<file path="src/rtl/uart_tx_async.sv">
// UART transmitter: start bit, 7/8 data bits LSB-first, optional parity, one stop bit.
// Every bit lasts 8 baud_clock pulses; the byte comes from a holding register or an external FIFO.
module uart_tx_async #(
  parameter int TX_FIFO = 0
) (
  input  logic       clk,
  input  logic       reset_n,
  input  logic       baud_clock,
  input  logic       bit8,
  input  logic       parity_en,
  input  logic       odd_n_even,
  input  logic [7:0] tx_hold_reg,
  input  logic       write_tx_byte,
  input  logic       fifo_empty,
  output logic       fifo_read_n,
  output logic       tx,
  output logic       tx_ready,
  output logic       tx_busy
);

  localparam bit FIFO_MODE = (TX_FIFO != 0);

  typedef enum logic [2:0] {
    S_IDLE   = 3'd0,
    S_START  = 3'd1,
    S_DATA   = 3'd2,
    S_PARITY = 3'd3,
    S_STOP   = 3'd4
  } state_t;

  state_t      state_q, state_d;
  logic [2:0]  baud_cnt_q, baud_cnt_d;
  logic [2:0]  bit_cnt_q, bit_cnt_d;
  logic [7:0]  shift_q, shift_d;
  logic        parity_q, parity_d;
  logic        tx_q, tx_d;
  logic        ready_q, ready_d;
  logic [7:0]  hold_q, hold_d;
  logic        fifo_rd_q, fifo_rd_d;
  logic        fetch_q, fetch_d;
  logic        bit8_q, bit8_d;
  logic        parity_en_q, parity_en_d;
  logic        odd_q, odd_d;

  logic        bit_end;
  logic        data_avail;
  logic        start_frame;
  logic        load_now;
  logic [7:0]  load_byte;
  logic [7:0]  masked_byte;
  logic        cfg_bit8;
  logic        cfg_odd;
  logic [2:0]  last_bit;

  assign bit_end     = baud_clock && (baud_cnt_q == 3'd7);
  assign data_avail  = FIFO_MODE ? !fifo_empty : !ready_q;
  assign start_frame = (state_q == S_IDLE) && baud_clock && data_avail;
  assign last_bit    = bit8_q ? 3'd7 : 3'd6;

  // In FIFO mode the byte arrives two clocks after the frame starts, well before the
  // first data bit is needed, so the configuration used for masking comes from the latches.
  assign load_now    = FIFO_MODE ? fetch_q : start_frame;
  assign load_byte   = FIFO_MODE ? tx_hold_reg : hold_q;
  assign cfg_bit8    = FIFO_MODE ? bit8_q : bit8;
  assign cfg_odd     = FIFO_MODE ? odd_q : odd_n_even;
  assign masked_byte = {load_byte[7] & cfg_bit8, load_byte[6:0]};

  always_ff @(posedge clk or negedge reset_n) begin
    if (!reset_n) begin
      state_q     <= S_IDLE;
      baud_cnt_q  <= 3'd0;
      bit_cnt_q   <= 3'd0;
      shift_q     <= 8'd0;
      parity_q    <= 1'b0;
      tx_q        <= 1'b1;
      ready_q     <= 1'b1;
      hold_q      <= 8'd0;
      fifo_rd_q   <= 1'b0;
      fetch_q     <= 1'b0;
      bit8_q      <= 1'b1;
      parity_en_q <= 1'b0;
      odd_q       <= 1'b0;
    end else begin
      state_q     <= state_d;
      baud_cnt_q  <= baud_cnt_d;
      bit_cnt_q   <= bit_cnt_d;
      shift_q     <= shift_d;
      parity_q    <= parity_d;
      tx_q        <= tx_d;
      ready_q     <= ready_d;
      hold_q      <= hold_d;
      fifo_rd_q   <= fifo_rd_d;
      fetch_q     <= fetch_d;
      bit8_q      <= bit8_d;
      parity_en_q <= parity_en_d;
      odd_q       <= odd_d;
    end
  end

  always_comb begin
    state_d = state_q;
    case (state_q)
      S_IDLE:   if (start_frame) state_d = S_START;
      S_START:  if (bit_end) state_d = S_DATA;
      S_DATA: begin
        if (bit_end && (bit_cnt_q == last_bit)) begin
          state_d = parity_en_q ? S_PARITY : S_STOP;
        end
      end
      S_PARITY: if (bit_end) state_d = S_STOP;
      S_STOP:   if (bit_end) state_d = S_IDLE;
      default:  state_d = S_IDLE;
    endcase
  end

  always_comb begin
    baud_cnt_d  = baud_cnt_q;
    bit_cnt_d   = bit_cnt_q;
    shift_d     = shift_q;
    parity_d    = parity_q;
    tx_d        = tx_q;
    ready_d     = ready_q;
    hold_d      = hold_q;
    fifo_rd_d   = 1'b0;
    fetch_d     = 1'b0;
    bit8_d      = bit8_q;
    parity_en_d = parity_en_q;
    odd_d       = odd_q;

    if (baud_clock && (state_q != S_IDLE)) begin
      baud_cnt_d = baud_cnt_q + 3'd1;
    end

    if (start_frame) begin
      bit_cnt_d   = 3'd0;
      bit8_d      = bit8;
      parity_en_d = parity_en;
      odd_d       = odd_n_even;
    end else if ((state_q == S_DATA) && bit_end) begin
      bit_cnt_d = bit_cnt_q + 3'd1;
      shift_d   = {1'b0, shift_q[7:1]};
    end

    if (load_now) begin
      shift_d  = masked_byte;
      parity_d = (^masked_byte) ^ cfg_odd;
    end

    if (FIFO_MODE) begin
      fifo_rd_d = start_frame;
      fetch_d   = fifo_rd_q;
    end else if (start_frame) begin
      ready_d = 1'b1;
    end else if (write_tx_byte && ready_q) begin
      hold_d  = tx_hold_reg;
      ready_d = 1'b0;
    end

    // The line only moves on baud pulses, taking the value of the state being entered.
    if (baud_clock) begin
      case (state_d)
        S_START:  tx_d = 1'b0;
        S_DATA:   tx_d = shift_d[0];
        S_PARITY: tx_d = parity_q;
        default:  tx_d = 1'b1;
      endcase
    end
  end

  assign tx          = tx_q;
  assign tx_busy     = (state_q != S_IDLE);
  assign tx_ready    = FIFO_MODE ? !fifo_empty : ready_q;
  assign fifo_read_n = !fifo_rd_q;

endmodule

</file>
<file path="config.mk">
export PLATFORM = sky130hd
export DESIGN_NAME = uart_tx_async
export DESIGN_NICKNAME = d
export VERILOG_FILES = /design/src/rtl/uart_tx_async.sv
export SDC_FILE = /design/constraint.sdc
export NUM_CORES = 1
export LEC_CHECK = 0
export CELL_PAD_IN_SITES_DETAIL_PLACEMENT = 2
export CELL_PAD_IN_SITES_GLOBAL_PLACEMENT = 2
export CORE_UTILIZATION = 32
export CTS_BUF_LIST = sky130_fd_sc_hd__clkbuf_16
export CTS_CLUSTER_SIZE = 20
export DETAILED_ROUTE_END_ITERATION = 8
export GPL_TIMING_DRIVEN = 1
export PLACE_DENSITY_LB_ADDON = 0.1
export SETUP_SLACK_MARGIN = 0.15
export SYNTH_ARGS = -nofsm -noshare
export SYNTH_HDL_FRONTEND = slang
export SYNTH_SLANG_ARGS = --single-unit
</file>
<file path="constraint.sdc">
create_clock -name clk -period 1.75 [get_ports clk]
set_input_delay 0.175 -clock clk [delete_from_list [all_inputs] [get_ports clk]]
set_output_delay 0.175 -clock clk [all_outputs]
set_load 0.005 [all_outputs]
</file>
# [Word-level counts from Yosys, hierarchy flattened]
# Cells that the tools add are included.
[totals] ff_bits=30 input_bits=16 output_inout_bits=4 wordCells=54
[classes] addsub=2 n_eq_ne=9 mux=15 n_bitwise=3 n_reduce_logical=14
[op_table] cell="$mux W3" count=8
[op_table] cell="$mux W8" count=2
[op_table] cell="$pmux W3 S5" count=1
[op_table] cell="$eq A3 B2 Y1 const B" count=4
[op_table] cell="$reduce_xor A8 Y1" count=1
[op_table] cell="$logic_and A1 B1 Y1" count=7
[op_table] cell="$add A3 B1 Y3 const B" count=2
[op_table] cell="$eq A3 B1 Y1 const B" count=2
[op_table] cell="$eq A3 B3 Y1 const B" count=2
[op_table] cell="$reduce_bool A2 Y1" count=2
[op_table] cell="$eq A3 B3 Y1" count=1
[op_table] cell="$logic_not A3 Y1" count=1
[op_table] cell="$mux W1" count=3
[op_table] cell="$pmux W1 S3" count=1
[op_table] cell="$reduce_bool A3 Y1" count=1
[op_table] cell="$reduce_and A2 Y1" count=1
[op_table] cell="$and A1 B1 Y1" count=1
[op_table] cell="$logic_not A1 Y1" count=1
[op_table] cell="$not A1 Y1" count=1
[op_table] cell="$xor A1 B1 Y1" count=1

# [Longest topological paths before layout]
# Gate-level depths: netlist (run 1).
[logic_depth] ltp_word=7 depth_mapped=7 ltp_nobuf=7

# [Worst setup path before layout (run 1)]
# Ideal clock, no wire load.
[synth_timing] path_kind="register to register" start="reg baud_cnt_q[0]" end="reg tx_q (netlist: tx)" setup_time_ns=0.083 t_arrival_ns=1.781 required_time_ns=1.667 slack_ns=-0.114 path_stages_with_launch=8 n_path_buf=0 period_less_slack_ns=1.864 cell_sequence="dfrtp_1 -> ha_1 -> ha_1 -> nand2_1 -> or3_1 -> o22ai_1 -> a21oi_1 -> a221o_1"
[synth_via] elab_chain_cells=7 word_cells_on_any_way=15 classes_between="4 x eq/ne; 8 x mux; 3 x reduce/logical"
[synth_rtl] element="start, declared" line="32" text="logic [2:0] baud_cnt_q, baud_cnt_d;"
[synth_rtl] element="start signal, assigned" line="85" text="baud_cnt_q <= baud_cnt_d;"
[synth_rtl] element="$eq A3 B3 Y1 (*)" line="55" text="assign bit_end = baud_clock && (baud_cnt_q == 3'd7);"
[synth_rtl] element="$logic_and A1 B1 Y1 (*)" line="55"
[synth_rtl] element="$logic_and A1 B1 Y1" line="106" text="if (bit_end && (bit_cnt_q == last_bit)) begin"
[synth_rtl] element="$mux W3" line="106"
[synth_rtl] element="$pmux W3 S5 (*)" line="102" text="case (state_q)"
[synth_rtl] element="net state_d[0]" line="31" text="state_t state_q, state_d;"
[synth_rtl] element="$eq A3 B2 Y1 / $eq A3 B1 Y1 (equally long branches)" line="161" text="case (state_d)"
[synth_rtl] element="$pmux W1 S3 (*)" line="161"
[synth_rtl] element="end signal, assigned" line="89" text="tx_q <= tx_d;"
[synth_rtl] element="end, declared" line="36" text="logic tx_q, tx_d;"
# Mark *: on every way through the listed nets, which the timed path passes. The rest lies on a longest branch. The select of a mux whose other input is x is not followed.
# A chain may end at the register's enable or synchronous reset.

# [Final worst setup path (run 1)]
[layout_timing] start="reg baud_cnt_q[1]" end="reg tx_q (netlist: tx)"
# Same word-level chain as after synthesis.

==> impl_metrics.toml, run 1 <==
[synthesis]
synthMuxAreaShare_pct = 12.13
synth_xor_area_share_pct = 7.558
synthCells = 138
synthDominantCellAreaShare_pct = 44.85
synth_fp_nets = 157
yosys_warnings = 0
synth_fa_ha_area_share_pct = 2.492
netlist_area_um2 = 1506
synth_top_family_by_area = "simple AND/OR/NAND/NOR gates"
ys_types = 33
ys_ff_latch = 30
synth_area_leaders = "dfrtp_1 45%, mux2_2 7.5%, xnor2_1 5.8%, nand2_1 5.7%, dfstp_2 5.2%"
syn_area_per_cell_um2 = 10.92
seq_area_frac_synth_pct = 50.08
synth-compound-area-share_pct = 9.219
synth_area_leader_cell = "dfrtp_1"
synthSimpleGateAreaFrac_pct = 13.62

[finish]
nNetsFinal = 191
num_antenna_cells = 0
fillers = 466
layoutNonFillerInstCount = 224
mostFrequentLayoutCells = "25 x dfrtp_1, 22 x nand2_1, 16 x clkdlybuf4s50_1"
drive_gt1_share_pct = 30.81
final_common_cell = "dfrtp_1"
area_growth_pct = 37.54

[power]
p_per_area_nw_per_um2 = 1694
leakage_nw = 0.8941
ir_worst_vdd_mv = 0.6119
p_total_w = 0.003510

[routing]
drc = 2
ant_nets = 0
drt_first_pass_iters = 5
via_count = 1135
wl_per_cell_um = 16.90
drt-total-wl_um = 3785
drtIter0Drc = 12
routed_via_density = 5.067

[placement]
placed_cells = 213
port_buffers = 17
gp_congestion = 0.7644
dp.final_hpwl_um = 2650

[status]
outcome = "finished, violations left"
violations = "DRC, setup timing"

[floorplanning]
rows = 24
core_area_um2 = 4444
die_h_um = 70.61
dieArea_um2 = 4986
ios = 20
start_util_pct = 33.90
die_w_um = 70.61

[cts]
clock_path_buffers = 2
cts_made_buffers = 5
cts_tree = "done"
clk_latency_ps = 270
cts-root-buf = "clkbuf_16"
clock-sinks = 30
htree_levels = 2
clk_pin_slew_ps = 50

[timing]
period_share_pct = 101.7
max_freq_ghz = 0.5617
rsz0062_at_grt = "true"
layout_min_cycle_time_ps = 1780
drv_slew = 0
finClkSkew_ps = 3.813
fin_ws_ps = -30.22
hold_viol = 0
setup_viol = 1

[critical_path]
critPathArrivalTime_ps = 1990
critical_path_class = "reg -> reg"
startpoint = "baud_cnt_q[1]$_DFFE_PN0P_"
crit_fanout = 3
rr_worst_depth = 7
cp-end-kind = "flop"
crit_required_ps = 1960
rr_startpoint = "baud_cnt_q[1]$_DFFE_PN0P_"
critPathLaunchType = "flop"

[global_route]
grt_max_degree = 31
grt_util_all_layers_pct = 17.54
grt_overflow = 0
grt_pass1_wl_um = 6534
antenna_found_initial = 0
grt_pass1_vias = 1327

[flow_run]
cap_viol_max_count = 0

[min_path]
hp-class = "in -> async"
[registers in the layout, summed over array words and instances, names as in the netlist]
name	flops
tx_ready	1
state_q	3
baud_cnt_q	3
hold_q	8
bit8_q	1
bit_cnt_q	3
parity_q	1
shift_q	8
parity_en_q	1
tx	1
[power breakdown]
part           switching [W]  internal, W  total, W
logic               0.000628     0.000809   0.00144
clock network       0.000268     0.000506  0.000774
registers           0.000275      0.00102   0.00130
[metal layers]
| metal | part of all wire, % | wire (um) | track usage (%) | up-vias |
|---|---|---|---|---|
| met1 | 40 | 1530 | 19.21 | 575 |
| met4 | 0.45 | 17 | 6.000 | 0 |
| met3 | 2.7 | 103 | 4.416 | 2 |
| met2 | 56 | 2135 | 33.01 | 18 |
| li1 | - | - | - | 540 |
| met5 | 0 | 0 | 0 | - |
[cell families after synthesis]
| kind of cell | Yosys count |
|---|---|
| adders and majority gates | 3 |
| buffers and inverters | 10 |
| and+or+nand+nor | 42 |
| AOI/OAI and AO/OA | 22 |
| DFF | 30 |
| xor gates and xnor gates | 13 |
| muxes | 17 |
| other | 1 |
[per-stage QoR]
stage	worst slack, ps	utilization (%)	instance area (um^2)	setup TNS (ps)	hold slack (ps)
2_1_floorplan	19.72	-	1540	0	-120.6
3_3_place_gp	-140.2	40.82	1814	-304.5	457.0
3_5_place_dp	-174.4	40.82	1814	-507.5	460.9
4_1_cts	-28.87	45.58	2026	-28.87	322.5
5_1_grt	-103.6	46.62	2072	-163.6	350.4
6_report	-30.22	46.62	2072	-30.22	300.9
[final timing paths]
kind,endpoint,slack (ps)
min in group clk,parity_en_q$_DFFE_PN0P_,440
hold / removal,baud_cnt_q[2]$_DFFE_PN0P_,300
setup / recovery,tx$_DFFE_PN1P_,-30
max in group asynchronous,tx$_DFFE_PN1P_,1120
setup reg to reg,tx$_DFFE_PN1P_,-30
hold reg to reg,bit8_q$_DFFE_PN1P_,460
[layout make-up]
type / instances / area (um^2) / share of cell area (%)
Multi-Input combinational cell: 98 / 793.3 / 38.28
Sequential cell: 30 / 757.0 / 36.53
Timing Repair Buffer: 34 / 312.8 / 15.10
Clock buffer: 5 / 125.1 / 6.039
Tap cell: 52 / 65.06 / 3.140
Inverter: 3 / 11.26 / 0.5435
Clock inverter: 2 / 7.507 / 0.3623
[critical path, stage by stage (launching register included)]
cell     delay (ps)
dfrtp_1         350
ha_2            190
ha_4            160
nand2_4          50
or3_4           400
o31a_1          270
o21ai_2         140
a221o_1         160
[cell usage after synthesis (all sizes together)]
cell type   n
inv         3
nor3b       1
dfstp       3
a221oi      1
or3         2
xnor2      10
mux2       10
buf         7
mux2i       7
o2bb2ai     1
nor4b       1
nand4       1
nor2b       2
o31ai       1
xor2        3
o21ai      12
o31a        1
and3        1
dfrtp      27
a221o       1
o211ai      1
o22ai       1
nand3       4
nor2        6
nand2      23
and2        1
ha          3
conb        1
a21oi       3
[timing repair]
item,CTS,global route
buffers inserted,4,0
setup endpoints to repair,10,14
resized for setup,14,9
hold buffers,0,0
pin swaps,4,2
No activity file was read; power rests on OpenSTA's default activity.
==> run 2: changes to the inputs <==
Settings changed: CORE_ASPECT_RATIO set to 0.75.
==> run 2 against run 1 <==
Compared with the run above: the run ends with setup timing left; die area hardly changed; first-iteration DRC count is 130% higher; register-to-register slack worse by 50 ps; routed wire length is 7.1% higher; sequential share of layout area is 0.26 points higher; cell area is 1.0% lower; critical path depth stayed put; worst setup slack worse by 46 ps; sequential cell count stayed put; total power is 0.72% higher; critical endpoint unchanged; highest routed layer unchanged.
==> impl_metrics.toml, run 2 (synthesis results as in run 1) <==
[routing]
ant_nets = 0
drt_first_pass_iters = 4
drc = 0
drtIter0Drc = 27
wl_per_cell_um = 17.62
via_count = 1140
drt-total-wl_um = 4052
routed_via_density = 4.957

[status]
violations = "setup timing"
outcome = "finished, violations left"

[power]
p_total_w = 0.003536
ir_worst_vdd_mv = 0.7861
leakage_nw = 0.9112
p_per_area_nw_per_um2 = 1724

[global_route]
grt_pass1_wl_um = 6348
antenna_found_initial = 0
grt_pass1_vias = 1239
grt_overflow = 0
grt_max_degree = 31
grt_util_all_layers_pct = 18.26

[cts]
cts-root-buf = "clkbuf_16"
clock-sinks = 30
cts_tree = "done"
htree_levels = 2
cts_made_buffers = 5
clock_path_buffers = 2
clk_latency_ps = 280
clk_pin_slew_ps = 50
holdBufCountCts = 0

[timing]
finClkSkew_ps = 5.570
fin_hold_ws_ps = 296.3
layout_min_cycle_time_ps = 1826
fin_ws_ps = -76.38
setup_viol = 2
max_freq_ghz = 0.5475
hold_viol = 0
rsz0062_at_grt = "true"
drv_slew = 0
period_share_pct = 104.4

[critical_path]
crit_fanout = 4
max_stage_delay_ps = 390
slowest_stage = "or3_4"
critPathLaunchType = "flop"
critical_path.cell_chain = "ha_2 -> ha_4 -> nand2_4 -> or3_4 -> o31a_1 -> o21ai_2 -> a221o_1"
critPathArrivalTime_ps = 2040
critical_path_class = "reg -> reg"
cp-end-kind = "flop"
crit_required_ps = 1970

[floorplanning]
dieArea_um2 = 4989
start_util_pct = 33.53
die_w_um = 81.23
rows = 21
die_h_um = 61.42
core_area_um2 = 4493
ios = 20

[finish]
drive_gt1_share_pct = 28.32
mostFrequentLayoutCells = "27 x dfrtp_1, 22 x nand2_1, 16 x clkdlybuf4s50_1"
nNetsFinal = 191
final_common_cell = "dfrtp_1"
num_antenna_cells = 0
reg_top3 = "hold_q (8), shift_q (8)"
area_growth_pct = 36.13

[placement]
dp.final_hpwl_um = 2640
port_buffers = 17
gp_congestion = 0.7954

[flow_run]
cap_viol_max_count = 0

[min_path]
hp-class = "in -> async"
## run 2: changes by cell type in the layout (fill, tap and decap cells not counted), moves of 2 or more
| cell | previous run | this run |
|---|---|---|
| buf_4 | 15 | 13 |
| dfrtp_1 | 25 | 27 |
| dfrtp_2 | 2 | 0 |
| inv_1 | 5 | 3 |
| mux2i_1 | 4 | 7 |
| mux2i_4 | 2 | 0 |
| o21ai_0 | 8 | 5 |
| o21ai_1 | 2 | 6 |
## run 2: timing repair
item | CTS | global route
pin swaps | 4 | 2
gates cloned | 2 | 0
resized for setup | 14 | 5
endpoints found under the setup margin | 11 | 12
setup buffers | 3 | 0
## run 2: stage by stage
stage               TNS (ps)  utilization, %  instance area (um^2)  setup WS, ps  cells
global route          -251.8           45.64                  2051        -146.5    230
floorplan                  0               -                  1540         19.72    138
detailed placement    -332.7           40.35                  1813        -138.5    217
CTS                   -106.9           45.53                  2046        -73.56    230
global placement      -212.2           40.35                  1813        -135.8    217
finish                -110.4           45.64                  2051        -76.38    230
## run 2: cell type report
| type | instances | area, um^2 |
|---|---|---|
| tap | 57 | 71.32 |
| timing repair buffer | 34 | 331.6 |
| multi-input combinational | 98 | 740.7 |
| inverter | 3 | 11.26 |
| clock inverter | 3 | 16.27 |
| clock buffer | 5 | 125.1 |
| sequential | 30 | 754.5 |
| fill | 468 | 2442 |
## run 2: worst max-delay path: cells and delay by family (launching register included)
| kind | cells | cell delay [ps] |
|---|---|---|
| AO/OA/AOI/OAI | 3 | 590 |
| AND/OR/NAND/NOR | 2 | 450 |
| adder cells (fa/ha/maj) | 2 | 380 |
| flip-flops | 1 | 340 |
## run 2: path summary, 6_finish.rpt
| path | startpoint | end | slack, ps | cells after the start |
|---|---|---|---|---|
| max | baud_cnt_q[1]$_DFFE_PN0P_ | tx$_DFFE_PN1P_ | -80 | 7 |
| min | reset_n | hold_q[7]$_DFFE_PN0P_ | 300 | 2 |
| max reg2reg | baud_cnt_q[1]$_DFFE_PN0P_ | tx$_DFFE_PN1P_ | -80 | 7 |
| min reg2reg | bit8_q$_DFFE_PN1P_ | bit8_q$_DFFE_PN1P_ | 470 | 2 |
| max in group asynchronous | reset_n | tx$_DFFE_PN1P_ | 1120 | 2 |
| min in group clk | parity_en | parity_en_q$_DFFE_PN0P_ | 430 | 3 |
## run 2: power breakdown
group	switching [W]	leakage, nW	internal [W]
registers	0.000238	0.367	0.00102
logic	0.000657	0.477	0.000791
clock network	0.000311	0.0672	0.000518
total	0.00121	0.911	0.00233
## run 2: metal layers
layer / share of wire [%] / track usage [%]
met1: 47 / 23.56
met2: 48 / 29.29
met3: 3.1 / 4.444
met4: 1.8 / 8.418
met5: 0 / 0
